`config.mk`:
```
export PLATFORM = sky130hd
export DESIGN_NAME = id_stage_hz_flat
export DESIGN_NICKNAME = d
export VERILOG_FILES = /design/src/rtl/riscv_pkg.sv /design/src/rtl/id_stage_hz_if.sv /design/src/rtl/regfile_mp.sv /design/src/rtl/id_stage_hz.sv /design/src/flat_wrapper.sv
export SDC_FILE = /design/constraint.sdc
export NUM_CORES = 2
export LEC_CHECK = 0
export CORE_MARGIN = 2
export CORE_UTILIZATION = 48
export DETAILED_ROUTE_END_ITERATION = 10
export PLACE_DENSITY = 0.69
export RECOVER_POWER = 25
export SKIP_LAST_GASP = 1
export SYNTH_ARGS = -nofsm -noshare
export SYNTH_HDL_FRONTEND = slang
export SYNTH_SLANG_ARGS = --single-unit
```
`constraint.sdc`:
```
create_clock -name clk -period 44.7 [get_ports clk]
set_clock_uncertainty 0.15 [all_clocks]
set_input_delay 8.94 -clock clk [delete_from_list [all_inputs] [get_ports clk]]
set_output_delay 8.94 -clock clk [all_outputs]
set_load 0.05 [all_outputs]
```
`src/rtl/riscv_pkg.sv`:
```
// Shared decode constants and the ID/EX control bundle for the 5-stage RISC-V pipeline.
package riscv_pkg;

  localparam int unsigned INSTR_W = 32;
  localparam int unsigned REG_AW  = 5;

  localparam logic [6:0] OP_LOAD   = 7'b0000011;
  localparam logic [6:0] OP_STORE  = 7'b0100011;
  localparam logic [6:0] OP_RTYPE  = 7'b0110011;
  localparam logic [6:0] OP_IALU   = 7'b0010011;
  localparam logic [6:0] OP_BRANCH = 7'b1100011;
  localparam logic [6:0] OP_JAL    = 7'b1101111;

  localparam logic [2:0] ALU_ADD = 3'b000;
  localparam logic [2:0] ALU_SUB = 3'b001;
  localparam logic [2:0] ALU_AND = 3'b010;
  localparam logic [2:0] ALU_OR  = 3'b011;
  localparam logic [2:0] ALU_SLT = 3'b101;

  localparam logic [1:0] RES_ALU = 2'b00;
  localparam logic [1:0] RES_MEM = 2'b01;
  localparam logic [1:0] RES_PC4 = 2'b10;

  typedef struct packed {
    logic [2:0] alu_ctrl;
    logic       alu_src;
    logic       mem_write;
    logic       reg_write;
    logic [1:0] result_src;
    logic       branch;
    logic       jump;
    logic       illegal;
  } idex_ctrl_t;

  // True when a 5-bit register index names an implemented register.
  function automatic logic idx_ok(logic [REG_AW-1:0] idx, int unsigned nregs);
    return (32'(idx) < nregs);
  endfunction

endpackage

```
`src/rtl/id_stage_hz_if.sv`:
```
// IF/ID, writeback and ID/EX signal bundle for the decode stage.
interface id_stage_hz_if
  import riscv_pkg::*;
#(
  parameter int unsigned XLEN = 32
);
  logic               in_valid;
  logic [INSTR_W-1:0] instr;
  logic [XLEN-1:0]    pc;
  logic               flush;
  logic               wb_we;
  logic [REG_AW-1:0]  wb_rd;
  logic [XLEN-1:0]    wb_data;
  logic               stall;
  logic               ex_valid;
  logic [XLEN-1:0]    ex_pc;
  logic [REG_AW-1:0]  ex_rs1;
  logic [REG_AW-1:0]  ex_rs2;
  logic [REG_AW-1:0]  ex_rd;
  logic [XLEN-1:0]    ex_rs1_data;
  logic [XLEN-1:0]    ex_rs2_data;
  logic [XLEN-1:0]    ex_imm;
  logic [2:0]         ex_alu_ctrl;
  logic               ex_alu_src;
  logic               ex_mem_write;
  logic               ex_reg_write;
  logic [1:0]         ex_result_src;
  logic               ex_branch;
  logic               ex_jump;
  logic               ex_illegal;

  modport master (
    output in_valid, instr, pc, flush, wb_we, wb_rd, wb_data,
    input  stall, ex_valid, ex_pc, ex_rs1, ex_rs2, ex_rd, ex_rs1_data, ex_rs2_data,
           ex_imm, ex_alu_ctrl, ex_alu_src, ex_mem_write, ex_reg_write,
           ex_result_src, ex_branch, ex_jump, ex_illegal
  );

  modport slave (
    input  in_valid, instr, pc, flush, wb_we, wb_rd, wb_data,
    output stall, ex_valid, ex_pc, ex_rs1, ex_rs2, ex_rd, ex_rs1_data, ex_rs2_data,
           ex_imm, ex_alu_ctrl, ex_alu_src, ex_mem_write, ex_reg_write,
           ex_result_src, ex_branch, ex_jump, ex_illegal
  );
endinterface

```
`src/rtl/regfile_mp.sv`:
```
// NREGS x XLEN register file, 2 combinational read ports, 1 write port.
// Optional WB_BYPASS_EN: a same-cycle write is forwarded to the read ports.
module regfile_mp
  import riscv_pkg::*;
#(
  parameter int unsigned XLEN  = 32,
  parameter int unsigned NREGS = 32
) (
  input  logic              clk,
  input  logic              reset,
  input  logic [REG_AW-1:0] ra1,
  input  logic [REG_AW-1:0] ra2,
  output logic [XLEN-1:0]   rd1_data_c,
  output logic [XLEN-1:0]   rd2_data_c,
  input  logic              we,
  input  logic [REG_AW-1:0] wa,
  input  logic [XLEN-1:0]   wd
);

  localparam int unsigned AW = $clog2(NREGS);

  logic [XLEN-1:0] regs_q [NREGS];
  logic [XLEN-1:0] regs_d [NREGS];
  logic            wr_ok_c;

  // x0 and out-of-range destinations are never written.
  assign wr_ok_c = we && (wa != '0) && idx_ok(wa, NREGS);

  // Next register contents.
  always_comb begin
    regs_d = regs_q;
    if (wr_ok_c) begin
      regs_d[wa[AW-1:0]] = wd;
    end
  end

  // Register array, cleared on reset.
  always_ff @(posedge clk or posedge reset) begin
    if (reset) begin
      for (int i = 0; i < int'(NREGS); i++) regs_q[i] <= '0;
    end else begin
      for (int i = 0; i < int'(NREGS); i++) regs_q[i] <= regs_d[i];
    end
  end

  // Read ports; x0 and unimplemented indices read as zero.
  always_comb begin
    rd1_data_c = '0;
    rd2_data_c = '0;
    if ((ra1 != '0) && idx_ok(ra1, NREGS)) rd1_data_c = regs_q[ra1[AW-1:0]];
    if ((ra2 != '0) && idx_ok(ra2, NREGS)) rd2_data_c = regs_q[ra2[AW-1:0]];
`ifdef WB_BYPASS_EN
    if (wr_ok_c && (wa == ra1)) rd1_data_c = wd;
    if (wr_ok_c && (wa == ra2)) rd2_data_c = wd;
`endif
  end

endmodule

```
`src/rtl/id_stage_hz.sv`:
```
// Decode stage: decode, register read, immediate generation, load-use
// stall detection and the ID/EX pipeline register.
// Optional macro WB_BYPASS_EN enables write-first register reads.
module id_stage_hz
  import riscv_pkg::*;
#(
  parameter int unsigned XLEN  = 32,
  parameter int unsigned NREGS = 32
) (
  input  logic          clk,
  input  logic          reset,
  id_stage_hz_if.slave  bus
);

  logic [6:0]        opcode_c;
  logic [REG_AW-1:0] rd_c;
  logic [REG_AW-1:0] rs1_c;
  logic [REG_AW-1:0] rs2_c;
  logic [2:0]        funct3_c;
  logic [6:0]        funct7_c;

  idex_ctrl_t        dec_ctrl_c;
  logic [XLEN-1:0]   imm_c;
  logic              uses_rs1_c;
  logic              rs2_opcode_c;
  logic              load_use_c;
  logic [XLEN-1:0]   rs1_data_c;
  logic [XLEN-1:0]   rs2_data_c;

  logic              ex_valid_q,    ex_valid_d;
  logic [XLEN-1:0]   ex_pc_q,       ex_pc_d;
  logic [REG_AW-1:0] ex_rs1_q,      ex_rs1_d;
  logic [REG_AW-1:0] ex_rs2_q,      ex_rs2_d;
  logic [REG_AW-1:0] ex_rd_q,       ex_rd_d;
  logic [XLEN-1:0]   ex_rs1_data_q, ex_rs1_data_d;
  logic [XLEN-1:0]   ex_rs2_data_q, ex_rs2_data_d;
  logic [XLEN-1:0]   ex_imm_q,      ex_imm_d;
  idex_ctrl_t        ex_ctrl_q,     ex_ctrl_d;

  assign opcode_c = bus.instr[6:0];
  assign rd_c     = bus.instr[11:7];
  assign funct3_c = bus.instr[14:12];
  assign rs1_c    = bus.instr[19:15];
  assign rs2_c    = bus.instr[24:20];
  assign funct7_c = bus.instr[31:25];

  regfile_mp #(
    .XLEN  (XLEN),
    .NREGS (NREGS)
  ) u_regfile (
    .clk        (clk),
    .reset      (reset),
    .ra1        (rs1_c),
    .ra2        (rs2_c),
    .rd1_data_c (rs1_data_c),
    .rd2_data_c (rs2_data_c),
    .we         (bus.wb_we),
    .wa         (bus.wb_rd),
    .wd         (bus.wb_data)
  );

  // Instruction decode and sign-extended immediate.
  always_comb begin
    dec_ctrl_c = '0;
    imm_c      = '0;
    uses_rs1_c = 1'b0;
    unique case (opcode_c)
      OP_LOAD: begin
        uses_rs1_c = 1'b1;
        imm_c      = {{(XLEN-12){bus.instr[31]}}, bus.instr[31:20]};
        if (funct3_c == 3'b010) begin
          dec_ctrl_c.alu_src    = 1'b1;
          dec_ctrl_c.result_src = RES_MEM;
          dec_ctrl_c.reg_write  = 1'b1;
        end else begin
          dec_ctrl_c.illegal = 1'b1;
        end
      end
      OP_STORE: begin
        uses_rs1_c = 1'b1;
        imm_c      = {{(XLEN-12){bus.instr[31]}}, bus.instr[31:25], bus.instr[11:7]};
        if (funct3_c == 3'b010) begin
          dec_ctrl_c.alu_src   = 1'b1;
          dec_ctrl_c.mem_write = 1'b1;
        end else begin
          dec_ctrl_c.illegal = 1'b1;
        end
      end
      OP_RTYPE: begin
        uses_rs1_c           = 1'b1;
        dec_ctrl_c.reg_write = 1'b1;
        if (funct7_c == 7'b0000000) begin
          unique case (funct3_c)
            3'b000:  dec_ctrl_c.alu_ctrl = ALU_ADD;
            3'b111:  dec_ctrl_c.alu_ctrl = ALU_AND;
            3'b110:  dec_ctrl_c.alu_ctrl = ALU_OR;
            3'b010:  dec_ctrl_c.alu_ctrl = ALU_SLT;
            default: dec_ctrl_c.illegal  = 1'b1;
          endcase
        end else if ((funct7_c == 7'b0100000) && (funct3_c == 3'b000)) begin
          dec_ctrl_c.alu_ctrl = ALU_SUB;
        end else begin
          dec_ctrl_c.illegal = 1'b1;
        end
      end
      OP_IALU: begin
        uses_rs1_c           = 1'b1;
        imm_c                = {{(XLEN-12){bus.instr[31]}}, bus.instr[31:20]};
        dec_ctrl_c.alu_src   = 1'b1;
        dec_ctrl_c.reg_write = 1'b1;
        unique case (funct3_c)
          3'b000:  dec_ctrl_c.alu_ctrl = ALU_ADD;
          3'b111:  dec_ctrl_c.alu_ctrl = ALU_AND;
          3'b110:  dec_ctrl_c.alu_ctrl = ALU_OR;
          3'b010:  dec_ctrl_c.alu_ctrl = ALU_SLT;
          default: dec_ctrl_c.illegal  = 1'b1;
        endcase
      end
      OP_BRANCH: begin
        uses_rs1_c = 1'b1;
        imm_c      = {{(XLEN-12){bus.instr[31]}}, bus.instr[7], bus.instr[30:25],
                      bus.instr[11:8], 1'b0};
        if (funct3_c == 3'b000) begin
          dec_ctrl_c.alu_ctrl = ALU_SUB;
          dec_ctrl_c.branch   = 1'b1;
        end else begin
          dec_ctrl_c.illegal = 1'b1;
        end
      end
      OP_JAL: begin
        imm_c                 = {{(XLEN-20){bus.instr[31]}}, bus.instr[19:12], bus.instr[20],
                                 bus.instr[30:21], 1'b0};
        dec_ctrl_c.result_src = RES_PC4;
        dec_ctrl_c.reg_write  = 1'b1;
        dec_ctrl_c.jump       = 1'b1;
      end
      default: dec_ctrl_c.illegal = 1'b1;
    endcase
    // Unimplemented register indices (RV32E) make the instruction illegal.
    if ((uses_rs1_c && !idx_ok(rs1_c, NREGS)) ||
        (rs2_opcode_c && !idx_ok(rs2_c, NREGS)) ||
        (dec_ctrl_c.reg_write && !idx_ok(rd_c, NREGS))) begin
      dec_ctrl_c.illegal = 1'b1;
    end
    // Illegal instructions carry no side-effecting controls.
    if (dec_ctrl_c.illegal) begin
      dec_ctrl_c         = '0;
      dec_ctrl_c.illegal = 1'b1;
      imm_c              = '0;
    end
  end

  assign rs2_opcode_c = (opcode_c == OP_RTYPE) || (opcode_c == OP_STORE) ||
                        (opcode_c == OP_BRANCH);

  // Load-use hazard against the load sitting in ID/EX; a flush suppresses it.
  assign load_use_c = ex_valid_q && (ex_ctrl_q.result_src == RES_MEM) &&
                      (ex_rd_q != '0) && bus.in_valid && !bus.flush &&
                      ((ex_rd_q == rs1_c) || (rs2_opcode_c && (ex_rd_q == rs2_c)));

  assign bus.stall = load_use_c;

  // Next ID/EX contents: bubble on flush, stall or empty IF/ID.
  always_comb begin
    ex_valid_d    = 1'b0;
    ex_pc_d       = '0;
    ex_rs1_d      = '0;
    ex_rs2_d      = '0;
    ex_rd_d       = '0;
    ex_rs1_data_d = '0;
    ex_rs2_data_d = '0;
    ex_imm_d      = '0;
    ex_ctrl_d     = '0;
    if (!bus.flush && !load_use_c && bus.in_valid) begin
      ex_valid_d    = 1'b1;
      ex_pc_d       = bus.pc;
      ex_rs1_d      = rs1_c;
      ex_rs2_d      = rs2_c;
      ex_rd_d       = rd_c;
      ex_rs1_data_d = rs1_data_c;
      ex_rs2_data_d = rs2_data_c;
      ex_imm_d      = imm_c;
      ex_ctrl_d     = dec_ctrl_c;
    end
  end

  // ID/EX pipeline register.
  always_ff @(posedge clk or posedge reset) begin
    if (reset) begin
      ex_valid_q    <= 1'b0;
      ex_pc_q       <= '0;
      ex_rs1_q      <= '0;
      ex_rs2_q      <= '0;
      ex_rd_q       <= '0;
      ex_rs1_data_q <= '0;
      ex_rs2_data_q <= '0;
      ex_imm_q      <= '0;
      ex_ctrl_q     <= '0;
    end else begin
      ex_valid_q    <= ex_valid_d;
      ex_pc_q       <= ex_pc_d;
      ex_rs1_q      <= ex_rs1_d;
      ex_rs2_q      <= ex_rs2_d;
      ex_rd_q       <= ex_rd_d;
      ex_rs1_data_q <= ex_rs1_data_d;
      ex_rs2_data_q <= ex_rs2_data_d;
      ex_imm_q      <= ex_imm_d;
      ex_ctrl_q     <= ex_ctrl_d;
    end
  end

  assign bus.ex_valid      = ex_valid_q;
  assign bus.ex_pc         = ex_pc_q;
  assign bus.ex_rs1        = ex_rs1_q;
  assign bus.ex_rs2        = ex_rs2_q;
  assign bus.ex_rd         = ex_rd_q;
  assign bus.ex_rs1_data   = ex_rs1_data_q;
  assign bus.ex_rs2_data   = ex_rs2_data_q;
  assign bus.ex_imm        = ex_imm_q;
  assign bus.ex_alu_ctrl   = ex_ctrl_q.alu_ctrl;
  assign bus.ex_alu_src    = ex_ctrl_q.alu_src;
  assign bus.ex_mem_write  = ex_ctrl_q.mem_write;
  assign bus.ex_reg_write  = ex_ctrl_q.reg_write;
  assign bus.ex_result_src = ex_ctrl_q.result_src;
  assign bus.ex_branch     = ex_ctrl_q.branch;
  assign bus.ex_jump       = ex_ctrl_q.jump;
  assign bus.ex_illegal    = ex_ctrl_q.illegal;

endmodule

```
`src/flat_wrapper.sv`:
```
// flat-port wrapper written by rule: the top's interface ports become plain ports
module id_stage_hz_flat import riscv_pkg::*;
#(
  parameter int unsigned XLEN  = 32,
  parameter int unsigned NREGS = 32
)
  (clk, reset, bus_in_valid, bus_instr, bus_pc, bus_flush, bus_wb_we, bus_wb_rd, bus_wb_data, bus_stall, bus_ex_valid, bus_ex_pc, bus_ex_rs1, bus_ex_rs2, bus_ex_rd, bus_ex_rs1_data, bus_ex_rs2_data, bus_ex_imm, bus_ex_alu_ctrl, bus_ex_alu_src, bus_ex_mem_write, bus_ex_reg_write, bus_ex_result_src, bus_ex_branch, bus_ex_jump, bus_ex_illegal);
  id_stage_hz_if #(.XLEN(XLEN)) bus_i ();
  input  logic clk;
  input  logic reset;
  input wire logic [$bits(bus_i.in_valid)-1:0] bus_in_valid;
  input wire logic [$bits(bus_i.instr)-1:0] bus_instr;
  input wire logic [$bits(bus_i.pc)-1:0] bus_pc;
  input wire logic [$bits(bus_i.flush)-1:0] bus_flush;
  input wire logic [$bits(bus_i.wb_we)-1:0] bus_wb_we;
  input wire logic [$bits(bus_i.wb_rd)-1:0] bus_wb_rd;
  input wire logic [$bits(bus_i.wb_data)-1:0] bus_wb_data;
  output wire logic [$bits(bus_i.stall)-1:0] bus_stall;
  output wire logic [$bits(bus_i.ex_valid)-1:0] bus_ex_valid;
  output wire logic [$bits(bus_i.ex_pc)-1:0] bus_ex_pc;
  output wire logic [$bits(bus_i.ex_rs1)-1:0] bus_ex_rs1;
  output wire logic [$bits(bus_i.ex_rs2)-1:0] bus_ex_rs2;
  output wire logic [$bits(bus_i.ex_rd)-1:0] bus_ex_rd;
  output wire logic [$bits(bus_i.ex_rs1_data)-1:0] bus_ex_rs1_data;
  output wire logic [$bits(bus_i.ex_rs2_data)-1:0] bus_ex_rs2_data;
  output wire logic [$bits(bus_i.ex_imm)-1:0] bus_ex_imm;
  output wire logic [$bits(bus_i.ex_alu_ctrl)-1:0] bus_ex_alu_ctrl;
  output wire logic [$bits(bus_i.ex_alu_src)-1:0] bus_ex_alu_src;
  output wire logic [$bits(bus_i.ex_mem_write)-1:0] bus_ex_mem_write;
  output wire logic [$bits(bus_i.ex_reg_write)-1:0] bus_ex_reg_write;
  output wire logic [$bits(bus_i.ex_result_src)-1:0] bus_ex_result_src;
  output wire logic [$bits(bus_i.ex_branch)-1:0] bus_ex_branch;
  output wire logic [$bits(bus_i.ex_jump)-1:0] bus_ex_jump;
  output wire logic [$bits(bus_i.ex_illegal)-1:0] bus_ex_illegal;
  assign bus_i.in_valid = bus_in_valid;
  assign bus_i.instr = bus_instr;
  assign bus_i.pc = bus_pc;
  assign bus_i.flush = bus_flush;
  assign bus_i.wb_we = bus_wb_we;
  assign bus_i.wb_rd = bus_wb_rd;
  assign bus_i.wb_data = bus_wb_data;
  assign bus_stall = bus_i.stall;
  assign bus_ex_valid = bus_i.ex_valid;
  assign bus_ex_pc = bus_i.ex_pc;
  assign bus_ex_rs1 = bus_i.ex_rs1;
  assign bus_ex_rs2 = bus_i.ex_rs2;
  assign bus_ex_rd = bus_i.ex_rd;
  assign bus_ex_rs1_data = bus_i.ex_rs1_data;
  assign bus_ex_rs2_data = bus_i.ex_rs2_data;
  assign bus_ex_imm = bus_i.ex_imm;
  assign bus_ex_alu_ctrl = bus_i.ex_alu_ctrl;
  assign bus_ex_alu_src = bus_i.ex_alu_src;
  assign bus_ex_mem_write = bus_i.ex_mem_write;
  assign bus_ex_reg_write = bus_i.ex_reg_write;
  assign bus_ex_result_src = bus_i.ex_result_src;
  assign bus_ex_branch = bus_i.ex_branch;
  assign bus_ex_jump = bus_i.ex_jump;
  assign bus_ex_illegal = bus_i.ex_illegal;
  id_stage_hz #(.XLEN(XLEN), .NREGS(NREGS)) u_core (.clk(clk), .reset(reset), .bus(bus_i));
endmodule
```
==> impl_metrics.py <==
metrics = {
    "run_status": {
        "status": "finished with violations",
        "violations": "max-capacitance violations, max-slew violations",
    },
    "grt": {
        "grt_first_pass_wirelength_um": 279000,
        "grtUsageTotal": 0.294,
        "grt_pass1_vias": 41200,
        "grt_overflow": 0,
        "grt_max_degree": 176,
        "antenna_found_initial": 7,
    },
    "synth": {
        "syn_nets": 4531,
        "syn_inst": 4425,
        "syn_avg_cell_area_sq_um": 13.6,
        "synth_area_leaders": "dfrtp_1 49%, mux2_2 19%, mux4_2 9.6%",
        "synth_top_cell_area_share": 0.486,
        "netlist_area_sq_um": 60100,
        "ys_types": 49,
        "synth_ff_type": "dfrtp_1",
        "synth_top_area_cell": "dfrtp_1",
        "yosys-top-cells-count": "1,168 x dfrtp_1, 992 x mux2_2, 512 x mux2i_1",
        "synth_seq_area_share": 0.486,
        "ys_seq_elements": 1168,
        "yosysMostFrequentCell": "dfrtp_1",
        "yosys_warnings": 0,
        "synth_edf_count": 0,
        "synthArstFlopShare": 1.00,
    },
    "clocking": {
        "cts_tree": "built",
        "clkSinkCount": 1168,
        "insertion_delay_ns": 0.76,
        "cts-buffers-inserted": 131,
        "cts_resized": 0,
        "clk_pin_slew_worst_paths_ns": 0.06,
        "cts_buffer_depth": 3,
        "postCtsSetupRepairBufs": 0,
        "cts-root-buf": "clkbuf_16",
        "h-tree-depth": 4,
        "cts_hold_buffers": 0,
    },
    "placed_design": {
        "io_buffers": 261,
        "place.gp.congestion": 0.809,
        "dpl.hpwl_um": 101000,
    },
    "route": {
        "drc_errors": 0,
        "wl_um": 189000,
        "vias": 41000,
        "first_iter_violations": 4379,
        "antenna_left": 0,
        "wire_per_inst_um": 30.7,
        "viasPerCell": 6.66,
        "firstDrtPassIters": 6,
    },
    "timing": {
        "rsz0062_at_grt": "no",
        "worst_pin_slew_ns": 8.97,
        "max_slew_margin": -4.98,
        "slew_viol_final": 704,
        "fmax_mhz": 47.0,
        "setup_tns_ns": 0,
        "period_needed_ns": 21.27,
        "setup_viol": 0,
        "hold_viol_final": 0,
        "post-route-period-util": 0.476,
    },
    "floorplan": {
        "initial_utilization": 0.485,
        "die_x_um": 358,
        "core_sq_um": 124000,
        "dieArea_sq_um": 128000,
        "fp-row-count": 129,
        "die_h_um": 358,
        "floorplan.io_pins": 262,
    },
    "setup_path": {
        "required_ns": 35.61,
        "crit_arrival_ns": 12.18,
        "rr_worst_depth": 8,
        "critPathKind": "input port to primary output",
        "path_max_fanout": 12,
        "endpoint_kind": "primary output",
        "start_kind": "input port",
    },
    "power_and_ir_drop": {
        "leakage_uw": 0.0298,
        "vdd_drop_max_v": 0.0000330,
        "power-per-cell-area_nw_per_um2": 44.5,
    },
    "finish": {
        "final_core_util": 0.548,
        "drive_gt1_frac": 0.359,
        "finalNetCount": 4515,
        "area_delta_synth_final_pct": 13.1,
    },
    "hold_path": {
        "min_path_cells": 0,
        "holdCritPathClass": "register to register",
    },
    "run": {
        "max-cap-violations": 13,
    },
}
==> cells in the final DEF, fill, tap and decap left out, types with 13 or more instances in the layout <==
master / n
and4b_1: 64
clkbuf_1: 40
nor3_1: 70
a221oi_1: 257
a21oi_1: 76
nor3_2: 19
dfrtp_1: 1168
nor2_1: 74
nand3_1: 70
clkbuf_8: 40
clkinv_2: 13
nand2_2: 14
buf_4: 80
mux2_2: 992
mux4_2: 256
clkbuf_16: 136
a22oi_1: 70
and2_1: 46
nor2_4: 17
o21ai_0: 130
mux2i_1: 512
clkdlybuf4s50_1: 248
==> area by class of cell <==
class	instances	area, sq um
multi-input combinational	2751	29000
clock buffer	205	4060
inverter	7	32.5
fill	10100	56000
clock inverter	29	354
antenna	1	2.50
tap	1637	2050
timing repair buffer	350	3290
sequential	1168	29200
==> worst paths after layout <==
| check | endpoint | slack, ns | startpoint |
|---|---|---|---|
| worst max-delay path | bus_stall | 23.43 | bus_instr[5] |
| worst min-delay path | u_core.u_regfile.regs_q[1002] | 0.24 | u_core.u_regfile.regs_q[1002] |
| worst max register to register | u_core.bus.ex_rs2_data[31] | 40.87 | u_core.bus.ex_rd[4] |
| worst min register to register | u_core.u_regfile.regs_q[1002] | 0.24 | u_core.u_regfile.regs_q[1002] |
| max in group asynchronous | u_core.u_regfile.regs_q[135] | 24.18 | reset |
| min in group asynchronous | u_core.u_regfile.regs_q[417] | 9.97 | reset |
==> per-layer routing <==
layer,global-route usage,up-vias,routed length [um]
li1,-,16900,-
met4,0.102,10,6450
met3,0.0635,424,16000
met1,0.415,21800,79600
met5,0,-,68
met2,0.451,1917,86500
==> flip-flops by register name (all words and copies together) (netlist names) <==
signal,cells
u_core.bus.ex_imm,21
u_core.bus.ex_mem_write,1
u_core.bus.ex_rd,5
u_core.bus.ex_valid,1
u_core.bus.ex_jump,1
u_core.bus.ex_rs1_data,32
u_core.bus.ex_alu_ctrl,3
u_core.bus.ex_branch,1
u_core.bus.ex_alu_src,1
u_core.bus.ex_pc,32
u_core.bus.ex_result_src,2
u_core.u_regfile.regs_q,1024
u_core.bus.ex_rs2,5
u_core.bus.ex_reg_write,1
u_core.bus.ex_rs2_data,32
u_core.bus.ex_illegal,1
u_core.bus.ex_rs1,5
==> cells by family after synthesis <==
group,after synthesis,synth area share
buf+inv,506,0.0352
compound gates,544,0.0647
flops,1168,0.486
xor+xnor,10,0.00146
mux,1760,0.367
simple gates,437,0.0449
==> worst max-delay path, stage by stage <==
cell	delay, ns
clkdlybuf4s50_1	0.70
a21boi_0	0.72
nand4_1	0.23
o22ai_1	0.50
and4_1	0.28
clkdlybuf4s50_1	0.80
==> report_power, final <==
part / internal [uW] / total, uW / switching, uW
clock: 654 / 1100 / 449
sequential: 1240 / 1370 / 130
combinational: 300 / 550 / 250
==> stage by stage <==
stage               setup WS (ns)  cell area, sq um  instances  hold WS [ns]  power [uW]
floorplan                    2.71             60100       4425         0.291        1780
detailed placement          23.48             63600       5913         0.232        1930
global placement            23.47             63600       5913         0.226        1900
finish                      23.43             68000       6148         0.243        3020
CTS                         23.47             68000       6147         0.246        3030
global route                21.77             68000       6147         0.255        3150
(Power assumes the default switching activity.)
